==> config.mk <==
export PLATFORM = sky130hd
export DESIGN_NAME = morse_playback_ctrl_flat
export DESIGN_NICKNAME = d
export VERILOG_FILES = /design/src/rtl/morse_playback_if.sv /design/src/rtl/morse_playback_ctrl.sv /design/src/flat_wrapper.sv
export SDC_FILE = /design/constraint.sdc
export NUM_CORES = 1
export LEC_CHECK = 0
export BUFFER_PORTS_ARGS = -buffer_cell sky130_fd_sc_hd__buf_2
export CORE_ASPECT_RATIO = 0.6
export CORE_MARGIN = 8
export CORE_UTILIZATION = 30
export CTS_CLUSTER_SIZE = 16
export DETAILED_ROUTE_END_ITERATION = 8
export GPL_TIMING_DRIVEN = 0
export PLACE_DENSITY = 0.42
export SYNTH_ARGS = -nofsm -noshare
export SYNTH_HDL_FRONTEND = slang
export SYNTH_SLANG_ARGS = --single-unit
==> constraint.sdc <==
create_clock -name clk -period 3 [get_ports clk]
set_input_delay 0.15 -clock clk [delete_from_list [all_inputs] [get_ports clk]]
set_output_delay 0.15 -clock clk [all_outputs]
set_load 0.02 [all_outputs]
==> src/rtl/morse_playback_if.sv <==
// Handshake/status bundle between the Morse storage/top level and the
// playback controller. The master drives storage content and control flags;
// the slave (the controller) drives keying and status.
interface morse_playback_if;
    logic [29:0] store_seqs;
    logic        storage_sent;
    logic        abort;
    logic        tone_out;
    logic        busy;
    logic        done;
    logic [1:0]  letter_idx;

    modport master (
        output store_seqs, storage_sent, abort,
        input  tone_out, busy, done, letter_idx
    );

    modport slave (
        input  store_seqs, storage_sent, abort,
        output tone_out, busy, done, letter_idx
    );
endinterface

==> src/rtl/morse_playback_ctrl.sv <==
// Morse playback controller: snapshots the 30-bit storage word (three 10-bit
// letters, 2-bit symbols, MSB first) on the rising edge of storage_sent and
// keys it onto tone_out with standard unit timing (dot 1, dash 3, intra-letter
// gap 1, inter-letter gap 3 units).
module morse_playback_ctrl #(
    parameter int UNIT_CYCLES = 25000000,
    parameter int UNIT_W      = 25
) (
    input  logic             clk,
    input  logic             reset,
    morse_playback_if.slave  bus
);

    typedef enum logic [2:0] {
        S_IDLE,
        S_FETCH,
        S_MARK,
        S_SPACE,
        S_LGAP,
        S_DONE
    } state_t;

    localparam logic [UNIT_W-1:0] UNIT_LAST = UNIT_W'(UNIT_CYCLES - 1);

    state_t            state, state_nx;
    logic [29:0]       shadow, shadow_nx;
    logic              storage_sent_q;
    logic [UNIT_W-1:0] unit_cnt, unit_cnt_nx;
    logic [2:0]        unit_num, unit_num_nx;
    logic [2:0]        sym_idx, sym_idx_nx;
    logic [1:0]        letter_idx, letter_idx_nx;
    logic              mark_long, mark_long_nx;

    logic              start_edge;
    logic [9:0]        cur_letter;
    logic [2:0]        sym_next;
    logic [1:0]        next_pair;
    logic [1:0]        next_first;
    logic [2:0]        units_needed;
    logic              unit_last;
    logic              timer_done;

    // Select one 10-bit letter slot; slot 0 is the most significant.
    function automatic logic [9:0] letter_at(input logic [29:0] w, input logic [1:0] idx);
        case (idx)
            2'd0:    return w[29:20];
            2'd1:    return w[19:10];
            default: return w[9:0];
        endcase
    endfunction

    // Symbol pair idx of a letter; anything past the fifth symbol reads as end.
    function automatic logic [1:0] pair_at(input logic [9:0] letter, input logic [2:0] idx);
        case (idx)
            3'd0:    return letter[9:8];
            3'd1:    return letter[7:6];
            3'd2:    return letter[5:4];
            3'd3:    return letter[3:2];
            3'd4:    return letter[1:0];
            default: return 2'b11;
        endcase
    endfunction

    // First symbol pair of a letter slot (decides empty / dot / dash).
    function automatic logic [1:0] first_pair(input logic [29:0] w, input logic [1:0] idx);
        logic [9:0] l;
        l = letter_at(w, idx);
        return l[9:8];
    endfunction

    assign start_edge = bus.storage_sent & ~storage_sent_q;
    assign cur_letter = letter_at(shadow, letter_idx);
    assign sym_next   = sym_idx + 3'd1;
    assign next_pair  = pair_at(cur_letter, sym_next);
    assign next_first = first_pair(shadow, letter_idx + 2'd1);
    assign unit_last  = (unit_cnt == UNIT_LAST);
    assign timer_done = unit_last && (unit_num == units_needed - 3'd1);

    // Duration of the current timed state in units.
    always_comb begin
        units_needed = 3'd1;
        case (state)
            S_MARK:  units_needed = mark_long ? 3'd3 : 3'd1;
            S_LGAP:  units_needed = 3'd2;
            default: units_needed = 3'd1;
        endcase
    end

    // Next-state, symbol/letter walk and unit timer decode.
    always_comb begin
        // NOTE: every variable gets a default first so no path leaves it unassigned (no latch).
        state_nx      = state;
        shadow_nx     = shadow;
        sym_idx_nx    = sym_idx;
        letter_idx_nx = letter_idx;
        mark_long_nx  = mark_long;

        case (state)
            S_IDLE: begin
                if (start_edge) begin
                    shadow_nx     = bus.store_seqs;
                    letter_idx_nx = 2'd0;
                    sym_idx_nx    = 3'd0;
                    state_nx      = S_FETCH;
                end
            end
            S_FETCH: begin
                if (shadow[29]) begin
                    state_nx = S_DONE;
                end else begin
                    mark_long_nx = shadow[28];
                    state_nx     = S_MARK;
                end
            end
            S_MARK: begin
                if (timer_done) state_nx = S_SPACE;
            end
            S_SPACE: begin
                if (timer_done) begin
                    sym_idx_nx = sym_next;
                    if (sym_next == 3'd5 || next_pair[1]) begin
                        if (letter_idx == 2'd2 || next_first[1]) state_nx = S_DONE;
                        else                                     state_nx = S_LGAP;
                    end else begin
                        mark_long_nx = next_pair[0];
                        state_nx     = S_MARK;
                    end
                end
            end
            S_LGAP: begin
                if (timer_done) begin
                    letter_idx_nx = letter_idx + 2'd1;
                    sym_idx_nx    = 3'd0;
                    mark_long_nx  = next_first[0];
                    state_nx      = S_MARK;
                end
            end
            S_DONE:  state_nx = S_IDLE;
            default: state_nx = S_IDLE;
        endcase

        // Cancel wins over any progress once playback is under way.
        if (state != S_IDLE && bus.abort) state_nx = S_IDLE;

        // The unit timer restarts on every state entry.
        if (state_nx != state) begin
            unit_cnt_nx = '0;
            unit_num_nx = 3'd0;
        end else if (unit_last) begin
            unit_cnt_nx = '0;
            unit_num_nx = unit_num + 3'd1;
        end else begin
            unit_cnt_nx = unit_cnt + 1'b1;
            unit_num_nx = unit_num;
        end
    end

    // State register.
    always_ff @(posedge clk or posedge reset) begin
        // NOTE: sequential state uses non-blocking assignments so all flops update together.
        if (reset) state <= S_IDLE;
        else       state <= state_nx;
    end

    // Datapath registers: snapshot, edge detector, timer and walk indices.
    always_ff @(posedge clk or posedge reset) begin
        if (reset) begin
            shadow         <= '1;
            storage_sent_q <= 1'b0;
            unit_cnt       <= '0;
            unit_num       <= 3'd0;
            sym_idx        <= 3'd0;
            letter_idx     <= 2'd0;
            mark_long      <= 1'b0;
        end else begin
            shadow         <= shadow_nx;
            storage_sent_q <= bus.storage_sent;
            unit_cnt       <= unit_cnt_nx;
            unit_num       <= unit_num_nx;
            sym_idx        <= sym_idx_nx;
            letter_idx     <= letter_idx_nx;
            mark_long      <= mark_long_nx;
        end
    end

    // Outputs decoded from the registered state only.
    assign bus.tone_out   = (state == S_MARK);
    assign bus.busy       = (state != S_IDLE);
    assign bus.done       = (state == S_DONE);
    assign bus.letter_idx = letter_idx;

endmodule

==> src/flat_wrapper.sv <==
// flat-port wrapper written by rule: the top's interface ports become plain ports
module morse_playback_ctrl_flat 
#(
    parameter int UNIT_CYCLES = 25000000,
    parameter int UNIT_W      = 25
)
  (clk, reset, bus_store_seqs, bus_storage_sent, bus_abort, bus_tone_out, bus_busy, bus_done, bus_letter_idx);
  morse_playback_if bus_i ();
  input  logic clk;
  input  logic reset;
  input wire logic [$bits(bus_i.store_seqs)-1:0] bus_store_seqs;
  input wire logic [$bits(bus_i.storage_sent)-1:0] bus_storage_sent;
  input wire logic [$bits(bus_i.abort)-1:0] bus_abort;
  output wire logic [$bits(bus_i.tone_out)-1:0] bus_tone_out;
  output wire logic [$bits(bus_i.busy)-1:0] bus_busy;
  output wire logic [$bits(bus_i.done)-1:0] bus_done;
  output wire logic [$bits(bus_i.letter_idx)-1:0] bus_letter_idx;
  assign bus_i.store_seqs = bus_store_seqs;
  assign bus_i.storage_sent = bus_storage_sent;
  assign bus_i.abort = bus_abort;
  assign bus_tone_out = bus_i.tone_out;
  assign bus_busy = bus_i.busy;
  assign bus_done = bus_i.done;
  assign bus_letter_idx = bus_i.letter_idx;
  morse_playback_ctrl #(.UNIT_CYCLES(UNIT_CYCLES), .UNIT_W(UNIT_W)) u_core (.clk(clk), .reset(reset), .bus(bus_i));
endmodule
# Word-level counts from Yosys, hierarchy flattened
# Cells that the tools add are included.
[word_totals]
ff_bits = 68
input_bits = 34
output_inout_bits = 5
wordCells = 83
[op_classes]
add_sub_neg = 5
n_eq_ne = 21
n_mux = 30
bitwise_logic = 2
reduce_logical = 17
[ops]
columns = ["op", "count"]
rows = [
  ["$mux 25", 2],
  ["$pmux 10 s2", 2],
  ["$mux 3", 12],
  ["$add 25x1->25 const B", 1],
  ["$eq 25x25->1 const B", 1],
  ["$pmux 3 s5", 1],
  ["$eq 3x2->1 const B", 4],
  ["$eq 3x3->1 const B", 4],
  ["$pmux 2 s5", 1],
  ["$pmux 3 s3", 1],
  ["$reduce_bool 3->1", 3],
  ["$add 3x1->3 const B", 2],
  ["$eq 3x1->1 const B", 2],
  ["$logic_not 3->1", 2],
  ["$mux 2", 3],
  ["$ne 2x1->1 const B", 3],
  ["$pmux 3 s2", 1],
  ["$mux 1", 5],
  ["$reduce_and 5->1", 1],
  ["$eq 2x1->1 const B", 2],
  ["$logic_not 2->1", 2],
  ["$ne 2x2->1 const B", 2],
  ["$pmux 2 s2", 1],
  ["$reduce_and 4->1", 1],
  ["13 further kinds", 16],
]

# Depth between registers and ports, before layout
[depth]
ltp_word = 11
mapped_depth = 13
mapped_depth_nobuf = 11

# Least setup slack after synthesis
# OpenSTA, ideal clock, no wires.
[synth_timing]
path_type = "register -> register"
startpoint = "register u_core.state[2]"
endpoint = "register u_core.unit_cnt[10]"
setup_ns = 0.125
arrival_ns = 2.554
required_time_ns = 2.875
setup_slack_ns = 0.321
stages_incl_launch_ff = 14
n_path_buf = 3
synth_period_minus_slack_ns = 2.679
path_cell_list = "dfrtp_1 clkbuf_1 nand2b_1 nor2_1 a21oi_1 ha_1 xor2_1 nand2_1 nor4_4 buf_6 nand4b_1 o21ai_2 buf_6 nor3_1"
[synth_via]
elab_chain_len = 10
elab_cells_between_ends = 19
cone_classes = "1 x add/sub; 6 x eq/ne; 8 x mux; 4 x reduce/logical"
[synth_rtl]
columns = ["element", "line_no", "rtl"]
rows = [
  ["start: declaration", "morse_playback_ctrl.sv:25", "state_t state, state_nx;"],
  ["start signal: assignment", "morse_playback_ctrl.sv:162", "else state <= state_nx;"],
  ["$eq 3x2->1 *", "n/a", ""],
  ["via bus_tone_out", "flat_wrapper.sv:14", "output wire logic [$bits(bus_i.tone_out)-1:0] bus_tone_out;"],
  ["$pmux 3 s2", "morse_playback_ctrl.sv:82", "case (state)"],
  ["$sub 3x1->3", "morse_playback_ctrl.sv:77", "assign timer_done = unit_last && (unit_num == units_needed - 3'd1);"],
  ["$eq 3x3->1", "morse_playback_ctrl.sv:77", ""],
  ["$logic_and 1x1->1", "morse_playback_ctrl.sv:77", ""],
  ["$mux 3 (on tied branches)", "morse_playback_ctrl.sv:131, morse_playback_ctrl.sv:116, morse_playback_ctrl.sv:119", ""],
  ["$pmux 3 s5 *", "morse_playback_ctrl.sv:98", "case (state)"],
  ["$mux 3 *", "morse_playback_ctrl.sv:143", "if (state != S_IDLE && bus.abort) state_nx = S_IDLE;"],
  ["$ne 3x3->1 *", "morse_playback_ctrl.sv:146", "if (state_nx != state) begin"],
  ["$mux 25 *", "morse_playback_ctrl.sv:146", ""],
  ["via u_core.unit_cnt_nx[10]", "morse_playback_ctrl.sv:28", "logic [UNIT_W-1:0] unit_cnt, unit_cnt_nx;"],
  ["end signal: assignment", "morse_playback_ctrl.sv:178", "unit_cnt <= unit_cnt_nx;"],
  ["end: declaration", "morse_playback_ctrl.sv:28", ""],
]
# The timed path passes the listed nets; every way through them passes the cells marked *.
# A chain may end at the register's enable or synchronous reset.

# Worst setup path after layout
[layout_timing]
startpoint = "register u_core.state[2]"
endpoint = "register u_core.unit_cnt[20]"
[layout_via]
elab_chain_len = 10
elab_cells_between_ends = 19
cone_classes = "1 x add/sub; 6 x eq/ne; 8 x mux; 4 x reduce/logical"
[layout_rtl]
columns = ["element", "line_no"]
rows = [
  ["$eq 3x3->1 or $eq 3x2->1 (tied branches)", "morse_playback_ctrl.sv:82, morse_playback_ctrl.sv:98"],
  ["$pmux 3 s2", "morse_playback_ctrl.sv:82"],
  ["$sub 3x1->3", "morse_playback_ctrl.sv:77"],
  ["$eq 3x3->1", "morse_playback_ctrl.sv:77"],
  ["$logic_and 1x1->1", "morse_playback_ctrl.sv:77"],
  ["$mux 3 (on tied branches)", "morse_playback_ctrl.sv:131, morse_playback_ctrl.sv:116, morse_playback_ctrl.sv:119"],
  ["$pmux 3 s5", "morse_playback_ctrl.sv:98"],
  ["$mux 3", "morse_playback_ctrl.sv:143"],
  ["$ne 3x3->1 *", "morse_playback_ctrl.sv:146"],
  ["$mux 25 *", "morse_playback_ctrl.sv:146"],
  ["via u_core.unit_cnt_nx[20]", "morse_playback_ctrl.sv:28"],
]
# Marked as above.

==> flow_results.org <==
** Global routing
- Entering global routing, the biggest net connects 36 pins.
- Antenna violations before repair :: 0
- Wire length of the first global-routing pass :: 16620 um
- The via count of the first global-routing pass is 3061.
- The total overflow left after global routing is 0.
- In the global route stage, overall resource usage came out at 13.17%.

** Yosys
- Synthesis produced a netlist with a net count of 458.
- Top FF cell, synth :: sky130_fd_sc_hd__dfrtp_1
- Synth unique cells :: 51
- Sorting the synthesized cells by area gives the leading types as sky130_fd_sc_hd__dfrtp_1 26%, sky130_fd_sc_hd__dfstp_2 21%, sky130_fd_sc_hd__nand2_1 11%.
- In the synthesized netlist the async set-or-reset flop fraction comes to 100.0%.
- Netlist area before placement :: 3669 um2
- The share of synthesized area in the top cell type comes to 25.92%.
- Synthesis handed over a netlist of 412 instances.
- The commonest cells after synthesis are 111 x sky130_fd_sc_hd__nand2_1, 38 x sky130_fd_sc_hd__dfrtp_1, 34 x sky130_fd_sc_hd__nor2_1.
- Synth warnings :: 0
- Cell taking the most area after synthesis :: sky130_fd_sc_hd__dfrtp_1
- EDFF count, synth :: 0
- By instance count, the leading cell after synthesis is sky130_fd_sc_hd__nand2_1.
- After synthesis the netlist holds a flip-flop and latch count of 68.
- Sequential cell area fraction in the yosys report :: 47.41%
- Average cell area after synthesis :: 8.904 um2

** Worst setup path
- Arrival time of data at the critical path endpoint :: 2.98 ns
- Largest fanout on the critical path :: 10
- For the worst flop-to-flop path, the logic depth is 13.
- STA classifies the critical path endpoint as a register.
- STA puts the critical path data required time at 3.22 ns.
- Category of the worst setup path launch point :: register
- Category of the most critical setup path :: reg2reg

** Status
- Outcome :: completed

** Place
- Place WS :: -0.01292 ns
- The count of buffers added on input and output ports is 37.
- Cell total after placement :: 615
- Placed Instance Area :: 4083 um2
- Routability-driven placement finished with a final weighted congestion of 0.7679.
- Half-perimeter wire length of the detailed placement result :: 7159 um

** Timing
- Slew at the pin closest to its max-slew limit :: 0.6926 ns
- The worst path in the final design needs a cycle of 2.757 ns, including I/O delays and setup.
- Setup violations remaining at the end of the flow were counted as 0.
- Crit share post-route :: 91.90%
- Adding up every negative setup slack in the final design gives 0 ns.
- Worst-case hold slack :: 0.01938 ns
- The final number of hold-violating endpoints was 0.
- Top achievable clock speed :: 0.3627 GHz
- Once routing completed, OpenROAD measured the worst setup slack at 0.2430 ns.
- RSZ-0062 raised after global routing :: false
- Clock skew on the completed layout was measured at 0.005677 ns.
- The number of slew-limit violations in the final report is 0.
- Headroom to the max-slew limit :: 53.47%

** Layout
- Once layout is complete, the cells apart from fillers number 659.
- Sequential cell area in the final layout :: 1739 um2
- Ratio of cells with drive above 1 in the final layout :: 20.85%
- Number of diodes added for antenna fixing :: 0
- Summing all multi-input logic gate instances after layout gives 1795 um2.
- The final layout contains 535 nets.
- For this run, the share of the core covered by cells in the final layout is 39.11%.
- The layout has 1231 filler cells.
- With fillers left out, the area of the finished cells amounts to 4687 um2.
- Relative to the synthesized area, the layout overhead comes to 27.76%.

** Clock network
- Clock edge transition at the registers on the reported setup and hold paths :: 0.06 ns
- The cell sitting at the root of the clock tree is a sky130_fd_sc_hd__clkbuf_16.
- The number of setup buffers added after CTS is 0.
- Num Clock Sinks :: 68
- Number of levels the H-tree was split into :: 3
- Clock latency on the worst-skew pair, taken at its later pin, is 0.33 ns.
- TritonCTS built the clock tree.
- Num CTS Buffers :: 9
- Buffer levels on the longest clock path :: 2

** Floorplanning
- Starting utilization of the core area :: 30.61%
- From left edge to right edge, the die measures 158.8 um.
- Placement row count :: 31
- Boundary pin count :: 39
- Die span in y :: 101.7 um
- The core region is 11990 um2.
- Floorplan die area :: 16140 um2

** Run
- Number of maximum-capacitance constraint violations :: 0

** Drt
- After the first detailed-routing iteration, the DRC count stood at 136.
- Number of detailed-route iterations in the first pass :: 4
- Routed wire per std cell :: 14.92 um
- Total wirelength of the detailed-routed design :: 9830 um
- Top routing layer in use :: met4
- After detailed routing, the number of remaining DRC violations is 0.
- DR vias :: 3056
- For this block, wires on met1 add up to 5761 um.
- Total met2 wirelength after detailed routing :: 3674 um
- The detail route stage leaves a number of antenna-violating nets equal to 0.
- Via count normalized by instance count :: 4.637
- Wire length on met3 :: 346 um

** Power and ir drop
- IR analysis of the VDD net gives a maximum drop of 276.9 uV.
- After layout, the design draws a total of 3.713 mW.
- Summed over all cells, the static leakage comes to 2.119 nW.
- Ratio of total power to cell area :: 792.2 nW/um2

** Worst hold path
- Along the worst hold path, the cell count comes to 3.
- Kind of path behind the tightest hold check :: in2reg
==> final cells by class <==
| type | instances | area share [%] |
|---|---|---|
| inverter | 16 | 1.335 |
| clock inverter | 2 | 0.2936 |
| timing repair buffer | 66 | 10.36 |
| clock buffer | 14 | 6.300 |
| sequential | 68 | 37.11 |
| multi-input combinational | 311 | 38.31 |
| buffer | 17 | 1.895 |
| tap | 165 | 4.405 |
==> layout by cell type (no fill, tap or decap), drive strengths merged, types with 2 or more instances in the layout <==
cell type,n
nor2,34
o211a,2
xnor2,13
buf,41
dfstp,30
nand3b,2
xor2,16
or2,2
nor3b,2
ha,12
o22ai,3
a21oi,18
a22o,11
o21ai,9
nor4,2
nand2b,3
a22oi,4
o32ai,2
mux2,2
dlygate4sd3,28
dfrtp,38
and3,6
nand3,15
clkbuf,28
inv,17
nand4,6
nand2,111
nor3,18
==> metal layers <==
| metal | global-route usage, % | vias up |
|---|---|---|
| met2 | 16.50 | 46 |
| li1 | - | 1545 |
| met3 | 3.531 | 2 |
| met5 | 0 | - |
| met1 | 20.43 | 1463 |
| met4 | 4.585 | 0 |
==> worst paths after layout <==
path | from | end | slack, ns
min in group asynchronous | reset | u_core.state[0] | 0.41
worst min-delay path | bus_store_seqs[18] | u_core.shadow[18] | 0.02
worst max-delay path | u_core.state[2] | u_core.unit_cnt[20] | 0.24
max in group asynchronous | reset | u_core.shadow[29] | 2.01
worst max register to register | u_core.state[2] | u_core.unit_cnt[20] | 0.24
worst min register to register | u_core.shadow[23] | u_core.shadow[23] | 0.46
==> what timing repair did <==
item	4_1_cts	5_1_grt
setup endpoints to repair	10	21
hold endpoints to repair	32	0
pin swaps	0	1
gates resized for setup	1	7
hold buffers	28	0
==> cells by family (layout without fill, tap and decap cells) <==
kind of cell | count (synthesis) | count (layout) | synth area share, %
multiplexers | 3 | 3 | 0.9890
buffers and inverters | 33 | 115 | 3.922
flip-flops | 68 | 68 | 47.41
AND/OR/NAND/NOR | 209 | 209 | 25.68
XOR/XNOR | 29 | 29 | 6.924
adder cells (fa/ha/maj) | 12 | 12 | 4.093
AO/OA/AOI/OAI | 58 | 58 | 10.98
==> registers in the layout, summed over array words and instances, names as in the netlist <==
| register | count |
|---|---|
| u_core.storage_sent_q | 1 |
| u_core.mark_long | 1 |
| u_core.bus.letter_idx | 2 |
| u_core.sym_idx | 3 |
| u_core.state | 3 |
| u_core.unit_num | 3 |
| u_core.shadow | 30 |
| u_core.unit_cnt | 25 |
==> critical path: stages (launching register included) <==
cell	delay, ns
sky130_fd_sc_hd__dfrtp_1	0.39
sky130_fd_sc_hd__clkbuf_2	0.19
sky130_fd_sc_hd__nand2b_1	0.20
sky130_fd_sc_hd__nor2_2	0.19
sky130_fd_sc_hd__a21oi_1	0.11
sky130_fd_sc_hd__ha_1	0.29
sky130_fd_sc_hd__xor2_1	0.16
sky130_fd_sc_hd__nand2_1	0.10
sky130_fd_sc_hd__nor4_4	0.22
sky130_fd_sc_hd__buf_6	0.19
sky130_fd_sc_hd__a21oi_2	0.09
sky130_fd_sc_hd__o21ai_2	0.18
sky130_fd_sc_hd__buf_4	0.26
sky130_fd_sc_hd__nor2_1	0.07
==> power by group <==
group | switching, mW | internal (mW)
Combinational | 0.688 | 0.439
Clock | 0.398 | 0.679
Sequential | 0.192 | 1.32
Total | 1.28 | 2.43
No activity file was read; power rests on OpenSTA's default activity.
